[src/rtl/burst_rr_arbiter_if.sv]
// Request/grant bundle between NUM_REQ requesters and the burst round-robin arbiter.
// The master modport is the requester side and the slave modport is the arbiter side.
interface burst_rr_arbiter_if #(
   parameter int NUM_REQ = 4,
   parameter int LEN_W   = 3,
   parameter int IDX_W   = $clog2(NUM_REQ)
);
   logic [NUM_REQ-1:0]       req;
   logic [NUM_REQ*LEN_W-1:0] len;
   logic [NUM_REQ-1:0]       req_ack;
   logic [NUM_REQ-1:0]       gnt;
   logic                     last;
   logic                     busy;
   logic [IDX_W-1:0]         owner;

   modport master (output req, len, input req_ack, gnt, last, busy, owner);
   modport slave  (input req, len, output req_ack, gnt, last, busy, owner);
endinterface

[src/rtl/burst_rr_arbiter.sv]
// Round-robin arbiter granting 1..2**LEN_W-cycle bursts; req_ack is same-cycle and gnt starts next cycle.
// There is no backpressure: requesters hold req until acked, and re-arbitration in the last cycle avoids bubbles.
module burst_rr_arbiter #(
   parameter int NUM_REQ = 4,
   parameter int LEN_W   = 3,
   parameter int IDX_W   = $clog2(NUM_REQ)
) (
   input  logic              clk,
   input  logic              reset,
   burst_rr_arbiter_if.slave arb
);
   typedef enum logic {IDLE, ACTIVE} state_e;

   state_e           state_q, state_d;
   logic [LEN_W:0]   cnt_q, cnt_d;
   logic [IDX_W-1:0] rr_ptr_q, rr_ptr_d;
   logic [IDX_W-1:0] owner_q, owner_d;

   logic             arb_cycle;
   logic             found;
   logic [IDX_W-1:0] winner;
   logic [IDX_W-1:0] idx_v;
   logic [LEN_W-1:0] win_len;
   int               idx;

   assign arb_cycle = (state_q == IDLE) || (cnt_q == (LEN_W+1)'(1));

   always_ff @(posedge clk or posedge reset) begin
      if (reset) begin
         state_q  <= IDLE;
         cnt_q    <= '0;
         rr_ptr_q <= '0;
         owner_q  <= '0;
      end else begin
         state_q  <= state_d;
         cnt_q    <= cnt_d;
         rr_ptr_q <= rr_ptr_d;
         owner_q  <= owner_d;
      end
   end

   always_comb begin : next_state
      found    = 1'b0;
      winner   = '0;
      idx      = 0;
      idx_v    = '0;
      win_len  = '0;
      state_d  = state_q;
      cnt_d    = cnt_q;
      rr_ptr_d = rr_ptr_q;
      owner_d  = owner_q;

      // First requester at or after rr_ptr, wrapping around.
      for (int k = 0; k < NUM_REQ; k++) begin
         idx   = (int'(rr_ptr_q) + k) % NUM_REQ;
         idx_v = IDX_W'(idx);
         if (!found && arb.req[idx_v]) begin
            found  = 1'b1;
            winner = idx_v;
         end
      end

      for (int i = 0; i < NUM_REQ; i++) begin
         if (winner == IDX_W'(i)) win_len = arb.len[i*LEN_W +: LEN_W];
      end

      if (arb_cycle) begin
         if (found) begin
            state_d  = ACTIVE;
            owner_d  = winner;
            cnt_d    = (win_len == '0) ? {1'b1, {LEN_W{1'b0}}} : {1'b0, win_len};
            rr_ptr_d = (winner == IDX_W'(NUM_REQ-1)) ? '0 : winner + 1'b1;
         end else begin
            state_d = IDLE;
            cnt_d   = '0;
            owner_d = '0;
         end
      end else begin
         cnt_d = cnt_q - 1'b1;
      end
   end

   always_comb begin : outputs
      arb.busy    = (state_q == ACTIVE);
      arb.last    = arb.busy && (cnt_q == (LEN_W+1)'(1));
      arb.gnt     = arb.busy ? (NUM_REQ'(1) << owner_q) : '0;
      arb.owner   = arb.busy ? owner_q : '0;
      arb.req_ack = (arb_cycle && found) ? (NUM_REQ'(1) << winner) : '0;
   end
endmodule

[src/flat_wrapper.sv]
// flat-port wrapper written by rule: the top's interface ports become plain ports
module burst_rr_arbiter_flat 
#(
   parameter int NUM_REQ = 4,
   parameter int LEN_W   = 3,
   parameter int IDX_W   = $clog2(NUM_REQ)
)
  (clk, reset, arb_req, arb_len, arb_req_ack, arb_gnt, arb_last, arb_busy, arb_owner);
  burst_rr_arbiter_if #(.NUM_REQ(NUM_REQ), .LEN_W(LEN_W), .IDX_W(IDX_W)) arb_i ();
  input  logic clk;
  input  logic reset;
  input wire logic [$bits(arb_i.req)-1:0] arb_req;
  input wire logic [$bits(arb_i.len)-1:0] arb_len;
  output wire logic [$bits(arb_i.req_ack)-1:0] arb_req_ack;
  output wire logic [$bits(arb_i.gnt)-1:0] arb_gnt;
  output wire logic [$bits(arb_i.last)-1:0] arb_last;
  output wire logic [$bits(arb_i.busy)-1:0] arb_busy;
  output wire logic [$bits(arb_i.owner)-1:0] arb_owner;
  assign arb_i.req = arb_req;
  assign arb_i.len = arb_len;
  assign arb_req_ack = arb_i.req_ack;
  assign arb_gnt = arb_i.gnt;
  assign arb_last = arb_i.last;
  assign arb_busy = arb_i.busy;
  assign arb_owner = arb_i.owner;
  burst_rr_arbiter #(.NUM_REQ(NUM_REQ), .LEN_W(LEN_W), .IDX_W(IDX_W)) u_core (.clk(clk), .reset(reset), .arb(arb_i));
endmodule
[config.mk]
export PLATFORM = sky130hd
export DESIGN_NAME = burst_rr_arbiter_flat
export DESIGN_NICKNAME = d
export VERILOG_FILES = /design/src/rtl/burst_rr_arbiter_if.sv /design/src/rtl/burst_rr_arbiter.sv /design/src/flat_wrapper.sv
export SDC_FILE = /design/constraint.sdc
export NUM_CORES = 1
export LEC_CHECK = 0
export BUFFER_PORTS_ARGS = -buffer_cell sky130_fd_sc_hd__buf_2
export CAP_MARGIN = 20
export CORE_MARGIN = 2
export CORE_UTILIZATION = 42
export CTS_CLUSTER_DIAMETER = 60
export DETAILED_ROUTE_END_ITERATION = 10
export PLACE_DENSITY = 0.78
export SLEW_MARGIN = 30
export SYNTH_ARGS = -nofsm -noshare
export SYNTH_HDL_FRONTEND = slang
export SYNTH_SLANG_ARGS = --single-unit
[constraint.sdc]
create_clock -name clk -period 2.14 [get_ports clk]
set_input_delay 0.428 -clock clk [delete_from_list [all_inputs] [get_ports clk]]
set_output_delay 0.428 -clock clk [all_outputs]
set_load 0.02 [all_outputs]
==> results of run 1 <==
## stage by stage
| step | std cells | util [%] |
|---|---|---|
| floorplan | 85 | - |
| finish | 172 | 77.9 |
| detailed placement | 152 | 60.1 |
| global route | 172 | 77.9 |
| CTS | 165 | 70.2 |
| global placement | 152 | 60.1 |
## area by class of cell
| cell class | instances | area [sq um] |
|---|---|---|
| clock buffer | 4 | 26.3 |
| fill | 108 | 377 |
| inverter | 9 | 36.3 |
| multi-input combinational | 66 | 611 |
| sequential | 9 | 228 |
| tap | 25 | 31.3 |
| timing repair buffer | 59 | 399 |
## placed cells by master, fill, tap and decap left out, types with 2 or more instances in the layout
cell                       Yosys  layout
sky130_fd_sc_hd__buf_2         0      25
sky130_fd_sc_hd__and2_4        1       3
sky130_fd_sc_hd__dfrtp_1       9       7
sky130_fd_sc_hd__ha_4          0       4
sky130_fd_sc_hd__nand3b_1      3       3
sky130_fd_sc_hd__buf_4         0      29
sky130_fd_sc_hd__nor3b_1       3       2
sky130_fd_sc_hd__nand2_1       5       5
sky130_fd_sc_hd__dfrtp_2       0       2
sky130_fd_sc_hd__a21oi_2       1       2
sky130_fd_sc_hd__buf_6         1       5
sky130_fd_sc_hd__nor2_1        6       6
sky130_fd_sc_hd__and2_1        2       2
sky130_fd_sc_hd__nor2b_1       3       2
sky130_fd_sc_hd__clkbuf_4      0       3
sky130_fd_sc_hd__o21ai_2       0       4
sky130_fd_sc_hd__nor3_1        3       2
sky130_fd_sc_hd__or3b_4        1       2
sky130_fd_sc_hd__a31oi_1       3       3
sky130_fd_sc_hd__inv_1         9       7
sky130_fd_sc_hd__o22ai_1       2       2
## repair_timing
action / 4_1_cts / 5_1_grt
buffers inserted: 9 / 8
gates resized for setup: 27 / 17
endpoints found under the setup margin: 8 / 8
pin swaps: 7 / 6
## worst paths after layout
path / cells after the start / start / endpoint
worst max-delay path: 8 / u_core.rr_ptr_q[0] / arb_req_ack[1]
worst min-delay path: 2 / reset / u_core.arb.busy
worst max register to register: 9 / u_core.rr_ptr_q[0] / u_core.cnt_q[2]
worst min register to register: 1 / u_core.cnt_q[0] / u_core.cnt_q[0]
max in group asynchronous: 2 / reset / u_core.rr_ptr_q[1]
min in group clk: 1 / u_core.cnt_q[0] / u_core.cnt_q[0]
## synthesized netlist by cell type (2+ instances only)
library cell | count | area [sq um]
sky130_fd_sc_hd__nand3b_1 | 3 | 22.5
sky130_fd_sc_hd__a31oi_1 | 3 | 18.8
sky130_fd_sc_hd__ha_1 | 6 | 75.1
sky130_fd_sc_hd__nor2_1 | 6 | 22.5
sky130_fd_sc_hd__nand2b_1 | 2 | 12.5
sky130_fd_sc_hd__dfrtp_1 | 9 | 225
sky130_fd_sc_hd__nor2b_1 | 3 | 18.8
sky130_fd_sc_hd__nor3_1 | 3 | 15.0
sky130_fd_sc_hd__nor3b_1 | 3 | 22.5
sky130_fd_sc_hd__a21oi_1 | 2 | 10.0
sky130_fd_sc_hd__o22ai_1 | 2 | 12.5
sky130_fd_sc_hd__and2_2 | 3 | 22.5
sky130_fd_sc_hd__nand2_1 | 5 | 18.8
sky130_fd_sc_hd__and2_1 | 2 | 12.5
sky130_fd_sc_hd__inv_1 | 9 | 33.8
sky130_fd_sc_hd__o21ai_0 | 4 | 20.0
## power by group through the flow
stage | Clock (mW) | Sequential, mW | Combinational, mW
floorplan | 0 | 0.308 | 0.606
global placement | 0 | 0.321 | 0.855
detailed placement | 0 | 0.329 | 0.889
CTS | 0.141 | 0.337 | 1.08
global route | 0.151 | 0.351 | 1.39
finish | 0.142 | 0.346 | 1.30
## cell families after synthesis
family	share of synthesized area, %
AOI/OAI and AO/OA	20.0
xor gates and xnor gates	2.33
adders and majority gates	10.0
buffers and inverters	6.00
DFF	30.0
muxes	1.50
and+or+nand+nor	30.2
## sequential cells by signal, indices dropped and copies added, names as in the netlist
signal	flops
u_core.arb.busy	1
u_core.cnt_q	4
u_core.owner_q	2
u_core.rr_ptr_q	2
## routing by layer
metal  track usage (%)  share of wire [%]
met5                 0                  0
met2              45.8                 59
met3              6.27                2.7
met1              21.4                 37
met4              10.9                1.5
## worst reg2reg max path, stage by stage, from the launching register on
cell                      delay [ns]
sky130_fd_sc_hd__dfrtp_1        0.43
sky130_fd_sc_hd__buf_6          0.14
sky130_fd_sc_hd__nor3b_4        0.14
sky130_fd_sc_hd__nor3_2         0.16
sky130_fd_sc_hd__buf_4          0.18
sky130_fd_sc_hd__ha_4           0.16
sky130_fd_sc_hd__or3b_4         0.38
sky130_fd_sc_hd__o21ai_2        0.07
sky130_fd_sc_hd__a31oi_1        0.07
sky130_fd_sc_hd__a22o_2         0.28
==> metrics, run 1 <==
H-tree levels=1; number of buffers added by the clock tree synthesis step=3; pwr dens=roughly 1300 nW/um^2; number of enable flip-flop cells after synthesis=0; setup slack after layout=-0.170 ns; number of nets still failing antenna checks after routing=0; HPWL reported at the end of detailed placement=1560 um; worst hold path class=primary input to asynchronous set/reset pin; path type of the worst setup path=flip-flop to output port; share of synthesized flip-flops with an asynchronous set or reset=100%; Syn. warnings=0; GR Overflow Total=0; number of synthesized register bits=9; Worst Max-Slew Pin Slew=0.361 ns; wire length of the first global-routing pass=between 3000 and 4000 um; clock latency on the worst-skew pair=roughly 0.28 ns; Clock transition at path regs=roughly 0.06 ns; I/O Buffers=29; power dissipated by switching net loads=around 0.74 mW; # diodes=0; number of search-and-repair iterations in the first detailed-routing pass=4; critical path arrival=between 1.5 and 2 ns; die height=about 46 um; DP Worst Slack=-0.253 ns; root buffer selected by CTS=sky130_fd_sc_hd__clkbuf_4; average wire length per cell after detail routing=~15 um; number of vias after detailed routing=a little under 900; worst hold margin=0.109 ns; Cell Int Power=approximately 1.0 mW; Top Ports=30; outcome=complete, but fails checks; Layout Area Growth over Synthesis=77.3%; period utilization=108%; number of pins with negative max-slew slack in the final report=0; violated checks=setup timing; total placed instance area=slightly above 1000 sq um; Worst path most repeated cell=sky130_fd_sc_hd__buf_4; Pwr Total=1.78 mW; accumulated negative setup slack=-0.545 ns; count of endpoints failing hold in the final timing report=0; cells along the critical path=buf_6, nor3b_4, nor3_2, buf_4, inv_4, ha_4, and2_2, buf_4; post-route design area=1330 sq um; DRC violations left=0; data required time at the worst endpoint=1.71 ns; CTS tree=done; DRT iter0 DRCs=10; element type at the critical path end=output port; Distinct cells, synth=36; peak supply drop=roughly 0.99 mV; floorplan die area=2140 sq um; via-per-instance ratio=around 5.1; worst reg2reg setup slack=roughly 0.020 ns; clock network fraction of design power=under 10%; synthesized netlist cell count=85; Clock Sinks=9; number of core rows=15; antenna violations before repair=0; die width=about 46 um; maximum fanout along the worst path=6; number of hold-repair buffers added at the cts stage=0; Setup Viol. Count Final=4; Setup crit start kind=flip-flop; via count of the first global-routing pass=approximately 830; standard cell with the maximum stage delay on the critical path=sky130_fd_sc_hd__dfrtp_1; combinational cell fraction of total power=72.7%; total routed wirelength=around 2500 um; netlist area before placement=~750 sq um; portion of total power attributed to sequential cells=slightly below 20%; setup repair after global routing missed its margin=yes; maximum operating frequency=between 0.4 and 0.5 GHz; clock skew=~0.00038 ns; dominant synthesized flop cell=sky130_fd_sc_hd__dfrtp_1; mean area per synthesized cell=approximately 8.8 sq um; fraction of power spent switching nets=a little over two fifths; initial standard-cell utilization of the core=between 40% and 50%; slowest stage delay, CP=roughly 0.43 ns; layout net count=172; core outline area=roughly 1700 sq um; largest buffer count on any clock path=2; share of post-route cells with drive strength above 1=64.6%; gate family responsible for the most delay along the worst path=buffers and inverters; worst slew slack as a fraction of its limit=between 70 and 80%; overall global routing resource usage=roughly a quarter; sequential cell area fraction in the yosys report=between 30% and 40%; worst path bufs/invs=4; maximum number of pins on one net before global-route repair=10; post-layout minimum cycle time=approximately 2.3 ns; Lkg Pwr=0.658 nW; final weighted congestion in routability-driven placement=just over 0.8; nets in the synthesized netlist=109; number of violations of the max-capacitance limit=0
No activity file was read; power rests on OpenSTA's default activity.
==> run 2, diff against run 1 <==
--- a/config.mk
+++ b/config.mk
@@ -11,8 +11,8 @@
 export CORE_UTILIZATION = 42
 export CTS_CLUSTER_DIAMETER = 60
 export DETAILED_ROUTE_END_ITERATION = 10
+export MAX_ROUTING_LAYER = met4
 export PLACE_DENSITY = 0.78
-export SLEW_MARGIN = 30
 export SYNTH_ARGS = -nofsm -noshare
 export SYNTH_HDL_FRONTEND = slang
 export SYNTH_SLANG_ARGS = --single-unit
==> metrics, run 2 (synthesis results as in run 1) <==
worst slew slack as a fraction of its limit=roughly three quarters; setup repair after global routing missed its margin=yes; number of nets still failing antenna checks after routing=0; floorplan die area=approximately 2100 sq um; Pwr Total=~1.8 mW; leading registers by flop count=u_core.cnt_q: 4 flops, u_core.owner_q: 2 flops, u_core.rr_ptr_q: 2 flops; setup slack after layout=-0.163 ns; via count of the first global-routing pass=about 830; DRC violations left=0; period utilization=108%; largest register by flop count=u_core.cnt_q; Clock transition at path regs=approximately 0.06 ns; Top Ports=30; I/O Buffers=29; Setup crit start kind=flip-flop; data required time at the worst endpoint=around 1.7 ns; total placed instance area=about 1000 sq um; Clock Sinks=9; pwr dens=between 1000 and 1500 nW/um^2; DP Worst Slack=-0.253 ns; antenna violations before repair=0; capture instance of the worst register-to-register path=u_core.cnt_q[2]; layout net count=roughly 170; H-tree levels=1; worst reg2reg setup slack=0.03 ns; reg2reg path depth=9; Finished Core Util=77.9%; Setup Viol. Count Final=4; clock latency on the worst-skew pair=0.27 ns; Worst Max-Slew Pin Slew=between 0.3 and 0.4 ns; peak supply drop=around 1 mV; outcome=complete, but fails checks; post-layout minimum cycle time=2.30 ns; number of search-and-repair iterations in the first detailed-routing pass=4; most frequent standard cell in the layout excluding fill and tap cells=sky130_fd_sc_hd__buf_4; worst hold margin=~0.11 ns; maximum fanout along the worst path=6; number of core rows=15; die height=between 40 and 50 um; accumulated negative setup slack=-0.536 ns; element type at the critical path end=output port; largest buffer count on any clock path=2; post-route design area=1330 sq um; number of vias after detailed routing=a little under 900; die width=roughly 46 um; GR Overflow Total=0; average wire length per cell after detail routing=14.6 um; clock skew=between 0.0003 and 0.0004 ns; share of post-route cells with drive strength above 1=around 65%; CTS tree=done; maximum number of pins on one net before global-route repair=10; final weighted congestion in routability-driven placement=between 0.8 and 0.9; worst hold path class=primary input to asynchronous set/reset pin; root buffer selected by CTS=sky130_fd_sc_hd__clkbuf_4; critical path arrival=between 1.5 and 2 ns; path type of the worst setup path=flip-flop to output port; HPWL reported at the end of detailed placement=approximately 1600 um; initial standard-cell utilization of the core=44.0%; core outline area=approximately 1700 sq um; number of violations of the max-capacitance limit=0; number of buffers added by the clock tree synthesis step=3; count of endpoints failing hold in the final timing report=0; Lkg Pwr=0.658 nW; overall global routing resource usage=between 20% and 30%; # placed instances=roughly 150; most used cells in the layout excluding fill and tap cells=sky130_fd_sc_hd__buf_4 (29), sky130_fd_sc_hd__buf_2 (25), sky130_fd_sc_hd__inv_1 (7), sky130_fd_sc_hd__dfrtp_1 (7), sky130_fd_sc_hd__nor2_1 (6); wire length of the first global-routing pass=3420 um; violated checks=setup timing; via-per-instance ratio=a little over 5; flip-flop count of the largest register after layout=4; number of pins with negative max-slew slack in the final report=0; DRT iter0 DRCs=7; maximum operating frequency=between 0.4 and 0.5 GHz; # diodes=0; total routed wirelength=roughly 2500 um; Cell Count, Final, Fillers Out=about 170; Layout Area Growth over Synthesis=77.3%; beginning of the worst register-to-register path=u_core.rr_ptr_q[0]
## run 2: area by class of cell
cell class,instances,area [sq um]
fill,108,377
clock buffer,4,26.3
inverter,9,36.3
tap,25,31.3
multi-input combinational,66,611
sequential,9,228
timing repair buffer,59,399
## run 2: critical path, stage by stage (launching register included)
cell	delay, ns
sky130_fd_sc_hd__dfrtp_1	0.43
sky130_fd_sc_hd__buf_6	0.14
sky130_fd_sc_hd__nor3b_4	0.14
sky130_fd_sc_hd__nor3_2	0.16
sky130_fd_sc_hd__buf_4	0.18
sky130_fd_sc_hd__inv_4	0.05
sky130_fd_sc_hd__ha_4	0.17
sky130_fd_sc_hd__and2_2	0.17
sky130_fd_sc_hd__buf_4	0.15
## run 2: power breakdown
| part | switching, mW | total (mW) | internal, mW |
|---|---|---|---|
| registers | 0.0906 | 0.344 | 0.253 |
| logic | 0.583 | 1.30 | 0.715 |
| clock network | 0.0694 | 0.142 | 0.0725 |
## run 2: worst max path at each step
stage,start,slack (ns),end
global placement,arb_req[2],-0.13,u_core.cnt_q[2]
CTS,u_core.cnt_q[1],-0.16,arb_req_ack[3]
detailed placement,arb_req[0],-0.25,u_core.cnt_q[2]
finish,u_core.rr_ptr_q[0],-0.16,arb_req_ack[1]
global route,u_core.rr_ptr_q[0],-0.24,arb_req_ack[3]
floorplan,arb_req[2],0.01,u_core.cnt_q[2]
## run 2: repair_timing
item,CTS,global route
pin swaps,7,6
hold buffers,0,0
resized for setup,27,17
endpoints found under the setup margin,8,8
buffers inserted,9,8
## run 2: per-layer routing
metal	routed length [um]	track usage, %
met1	936	21.4
met2	1470	45.8
met3	63	6.27
met4	44	10.9
met5	0	-
==> run 3, diff against run 2 <==
--- a/config.mk
+++ b/config.mk
@@ -12,7 +12,7 @@
 export CTS_CLUSTER_DIAMETER = 60
 export DETAILED_ROUTE_END_ITERATION = 10
 export MAX_ROUTING_LAYER = met4
-export PLACE_DENSITY = 0.78
+export PLACE_DENSITY = 0.71
 export SYNTH_ARGS = -nofsm -noshare
 export SYNTH_HDL_FRONTEND = slang
 export SYNTH_SLANG_ARGS = --single-unit
==> metrics, run 3 (synthesis results as in run 1) <==
outcome=complete, but fails checks; violated checks=setup timing; period utilization=108%; most used cells in the layout excluding fill and tap cells=sky130_fd_sc_hd__buf_4 (28), sky130_fd_sc_hd__buf_2 (25), sky130_fd_sc_hd__inv_1 (8), sky130_fd_sc_hd__dfrtp_1 (7), sky130_fd_sc_hd__nor2_1 (6); setup repair after global routing missed its margin=yes; HPWL reported at the end of detailed placement=roughly 1500 um; number of pins with negative max-slew slack in the final report=0; power dissipated by switching net loads=roughly 0.70 mW; Setup Viol. Count Final=4; largest register by flop count=u_core.cnt_q; Setup crit start kind=flip-flop; combinational cell fraction of total power=about 72%; Lkg Pwr=approximately 0.63 nW; Worst Max-Slew Pin Slew=between 0.3 and 0.4 ns; die height=between 40 and 50 um; number of search-and-repair iterations in the first detailed-routing pass=4; peak supply drop=approximately 0.7 mV; I/O Buffers=29; DP Worst Slack=-0.229 ns; path type of the worst setup path=flip-flop to output port; maximum number of pins on one net before global-route repair=10; post-route design area=~1300 sq um; pwr dens=about 1300 nW/um^2; cells along the critical path=nand2b_4, o21ai_1, o21ai_2, nor2b_4, ha_4, inv_1, nor2_1, buf_4; initial standard-cell utilization of the core=44.0%; maximum operating frequency=around 0.43 GHz; average wire length per cell after detail routing=~13 um; worst hold margin=0.112 ns; antenna violations before repair=0; layout net count=168; floorplan die area=2140 sq um; # diodes=0; Layout Area Growth over Synthesis=71.7%; number of violations of the max-capacitance limit=0; setup slack after layout=-0.179 ns; number of core rows=15; core outline area=roughly 1700 sq um; Pwr Total=around 1.7 mW; worst slew slack as a fraction of its limit=between 70 and 80%; share of post-route cells with drive strength above 1=between 60 and 70%; DRT iter0 DRCs=9; via count of the first global-routing pass=about 800; critical path arrival=about 1.9 ns; H-tree levels=1; most frequent standard cell in the layout excluding fill and tap cells=sky130_fd_sc_hd__buf_4; flip-flop count of the largest register after layout=4; number of vias after detailed routing=about 830; # placed instances=about 150; count of endpoints failing hold in the final timing report=0; Clock transition at path regs=around 0.070 ns; total routed wirelength=2200 um; final weighted congestion in routability-driven placement=roughly 0.79; layout filler cell count=around 130; Cell Int Power=~0.97 mW; element type at the critical path end=output port; GR Overflow Total=0; Clock Sinks=9; data required time at the worst endpoint=approximately 1.7 ns; number of hold-repair buffers added at the cts stage=0; clock network fraction of design power=under 10%; Top Ports=30; die width=46.3 um; standard cell with the maximum stage delay on the critical path=sky130_fd_sc_hd__dfrtp_1; number of buffers added by the clock tree synthesis step=3; total placed instance area=a little over 1000 sq um; clock latency on the worst-skew pair=0.27 ns; slowest stage delay, CP=0.41 ns; root buffer selected by CTS=sky130_fd_sc_hd__clkbuf_4; worst hold path class=primary input to asynchronous set/reset pin; CTS tree=done; overall global routing resource usage=21.8%; largest buffer count on any clock path=2; post-layout minimum cycle time=about 2.3 ns; leading registers by flop count=u_core.cnt_q: 4 flops, u_core.owner_q: 2 flops, u_core.rr_ptr_q: 2 flops; clock skew=0.00359 ns; Cell Count, Final, Fillers Out=~170; number of nets still failing antenna checks after routing=0; DRC violations left=0; via-per-instance ratio=between 4 and 5; wire length of the first global-routing pass=3250 um; fraction of power spent switching nets=42.1%; maximum fanout along the worst path=4; portion of total power attributed to sequential cells=about 20%
-- run 3: changes by cell type in the layout (fill, tap and decap cells not counted) --
cell	before	now
sky130_fd_sc_hd__nor3b_2	0	1
sky130_fd_sc_hd__nor3b_4	1	0
sky130_fd_sc_hd__inv_1	7	8
sky130_fd_sc_hd__o221ai_4	0	1
sky130_fd_sc_hd__inv_4	1	0
sky130_fd_sc_hd__o21ai_2	4	3
sky130_fd_sc_hd__buf_6	5	2
sky130_fd_sc_hd__o21ai_1	0	1
sky130_fd_sc_hd__o221ai_2	1	0
sky130_fd_sc_hd__buf_4	29	28
-- run 3: worst paths after layout --
check,cells after the start,end,slack [ns],start
worst max-delay path,8,arb_req_ack[3],-0.18,u_core.rr_ptr_q[0]
worst min register to register,1,u_core.cnt_q[0],0.54,u_core.cnt_q[0]
worst max register to register,10,u_core.cnt_q[3],0.05,u_core.rr_ptr_q[0]
min in group clk,1,u_core.cnt_q[0],0.54,u_core.cnt_q[0]
max in group asynchronous,2,u_core.rr_ptr_q[1],1.74,reset
worst min-delay path,2,u_core.cnt_q[1],0.11,reset
-- run 3: worst max-delay path: cells and delay by family, from the launching register on --
family / cells / cell delay [ns]
adder cells (fa/ha/maj): 1 / 0.17
flip-flops: 1 / 0.41
buffers and inverters: 2 / 0.23
AND/OR/NAND/NOR: 3 / 0.54
AO/OA/AOI/OAI: 2 / 0.28
-- run 3: cell type report --
class	instances	area (sq um)	share of cell area, %
Inverter	9	33.8	2.62
Clock buffer	4	26.3	2.04
Timing Repair Buffer	55	358	27.8
Sequential cell	9	228	17.7
Tap cell	25	31.3	2.43
Multi-Input combinational cell	66	612	47.5
-- run 3: routing by layer --
metal | global-route usage [%] | up-vias | wire (um)
met4 | 5.14 | 0 | 17
met1 | 21.9 | 395 | 830
met2 | 41.1 | 17 | 1320
met3 | 5.88 | 2 | 37
li1 | - | 419 | -
met5 | - | - | 0
-- run 3: repair_timing --
item / 4_1_cts / 5_1_grt
endpoints found under the setup margin: 8 / 7
buffers inserted: 10 / 2
pin swaps: 4 / 10
resized for setup: 18 / 20
-- run 3: through the flow --
step	utilization, %	TNS, ns
after detailed placement	60.1	-1.45
after CTS	69.5	-0.673
after global placement	60.1	-0.701
after global routing	75.5	-0.829
after floorplan	-	0
final	75.5	-0.482
-- run 3: power by group through the flow --
stage                     Clock, mW  Combinational (mW)  Sequential (mW)
after global routing          0.148                1.30            0.344
after floorplan                   0               0.606            0.308
after global placement            0               0.836            0.324
after CTS                     0.138                1.06            0.320
after detailed placement          0               0.858            0.328
final                         0.140                1.19            0.334
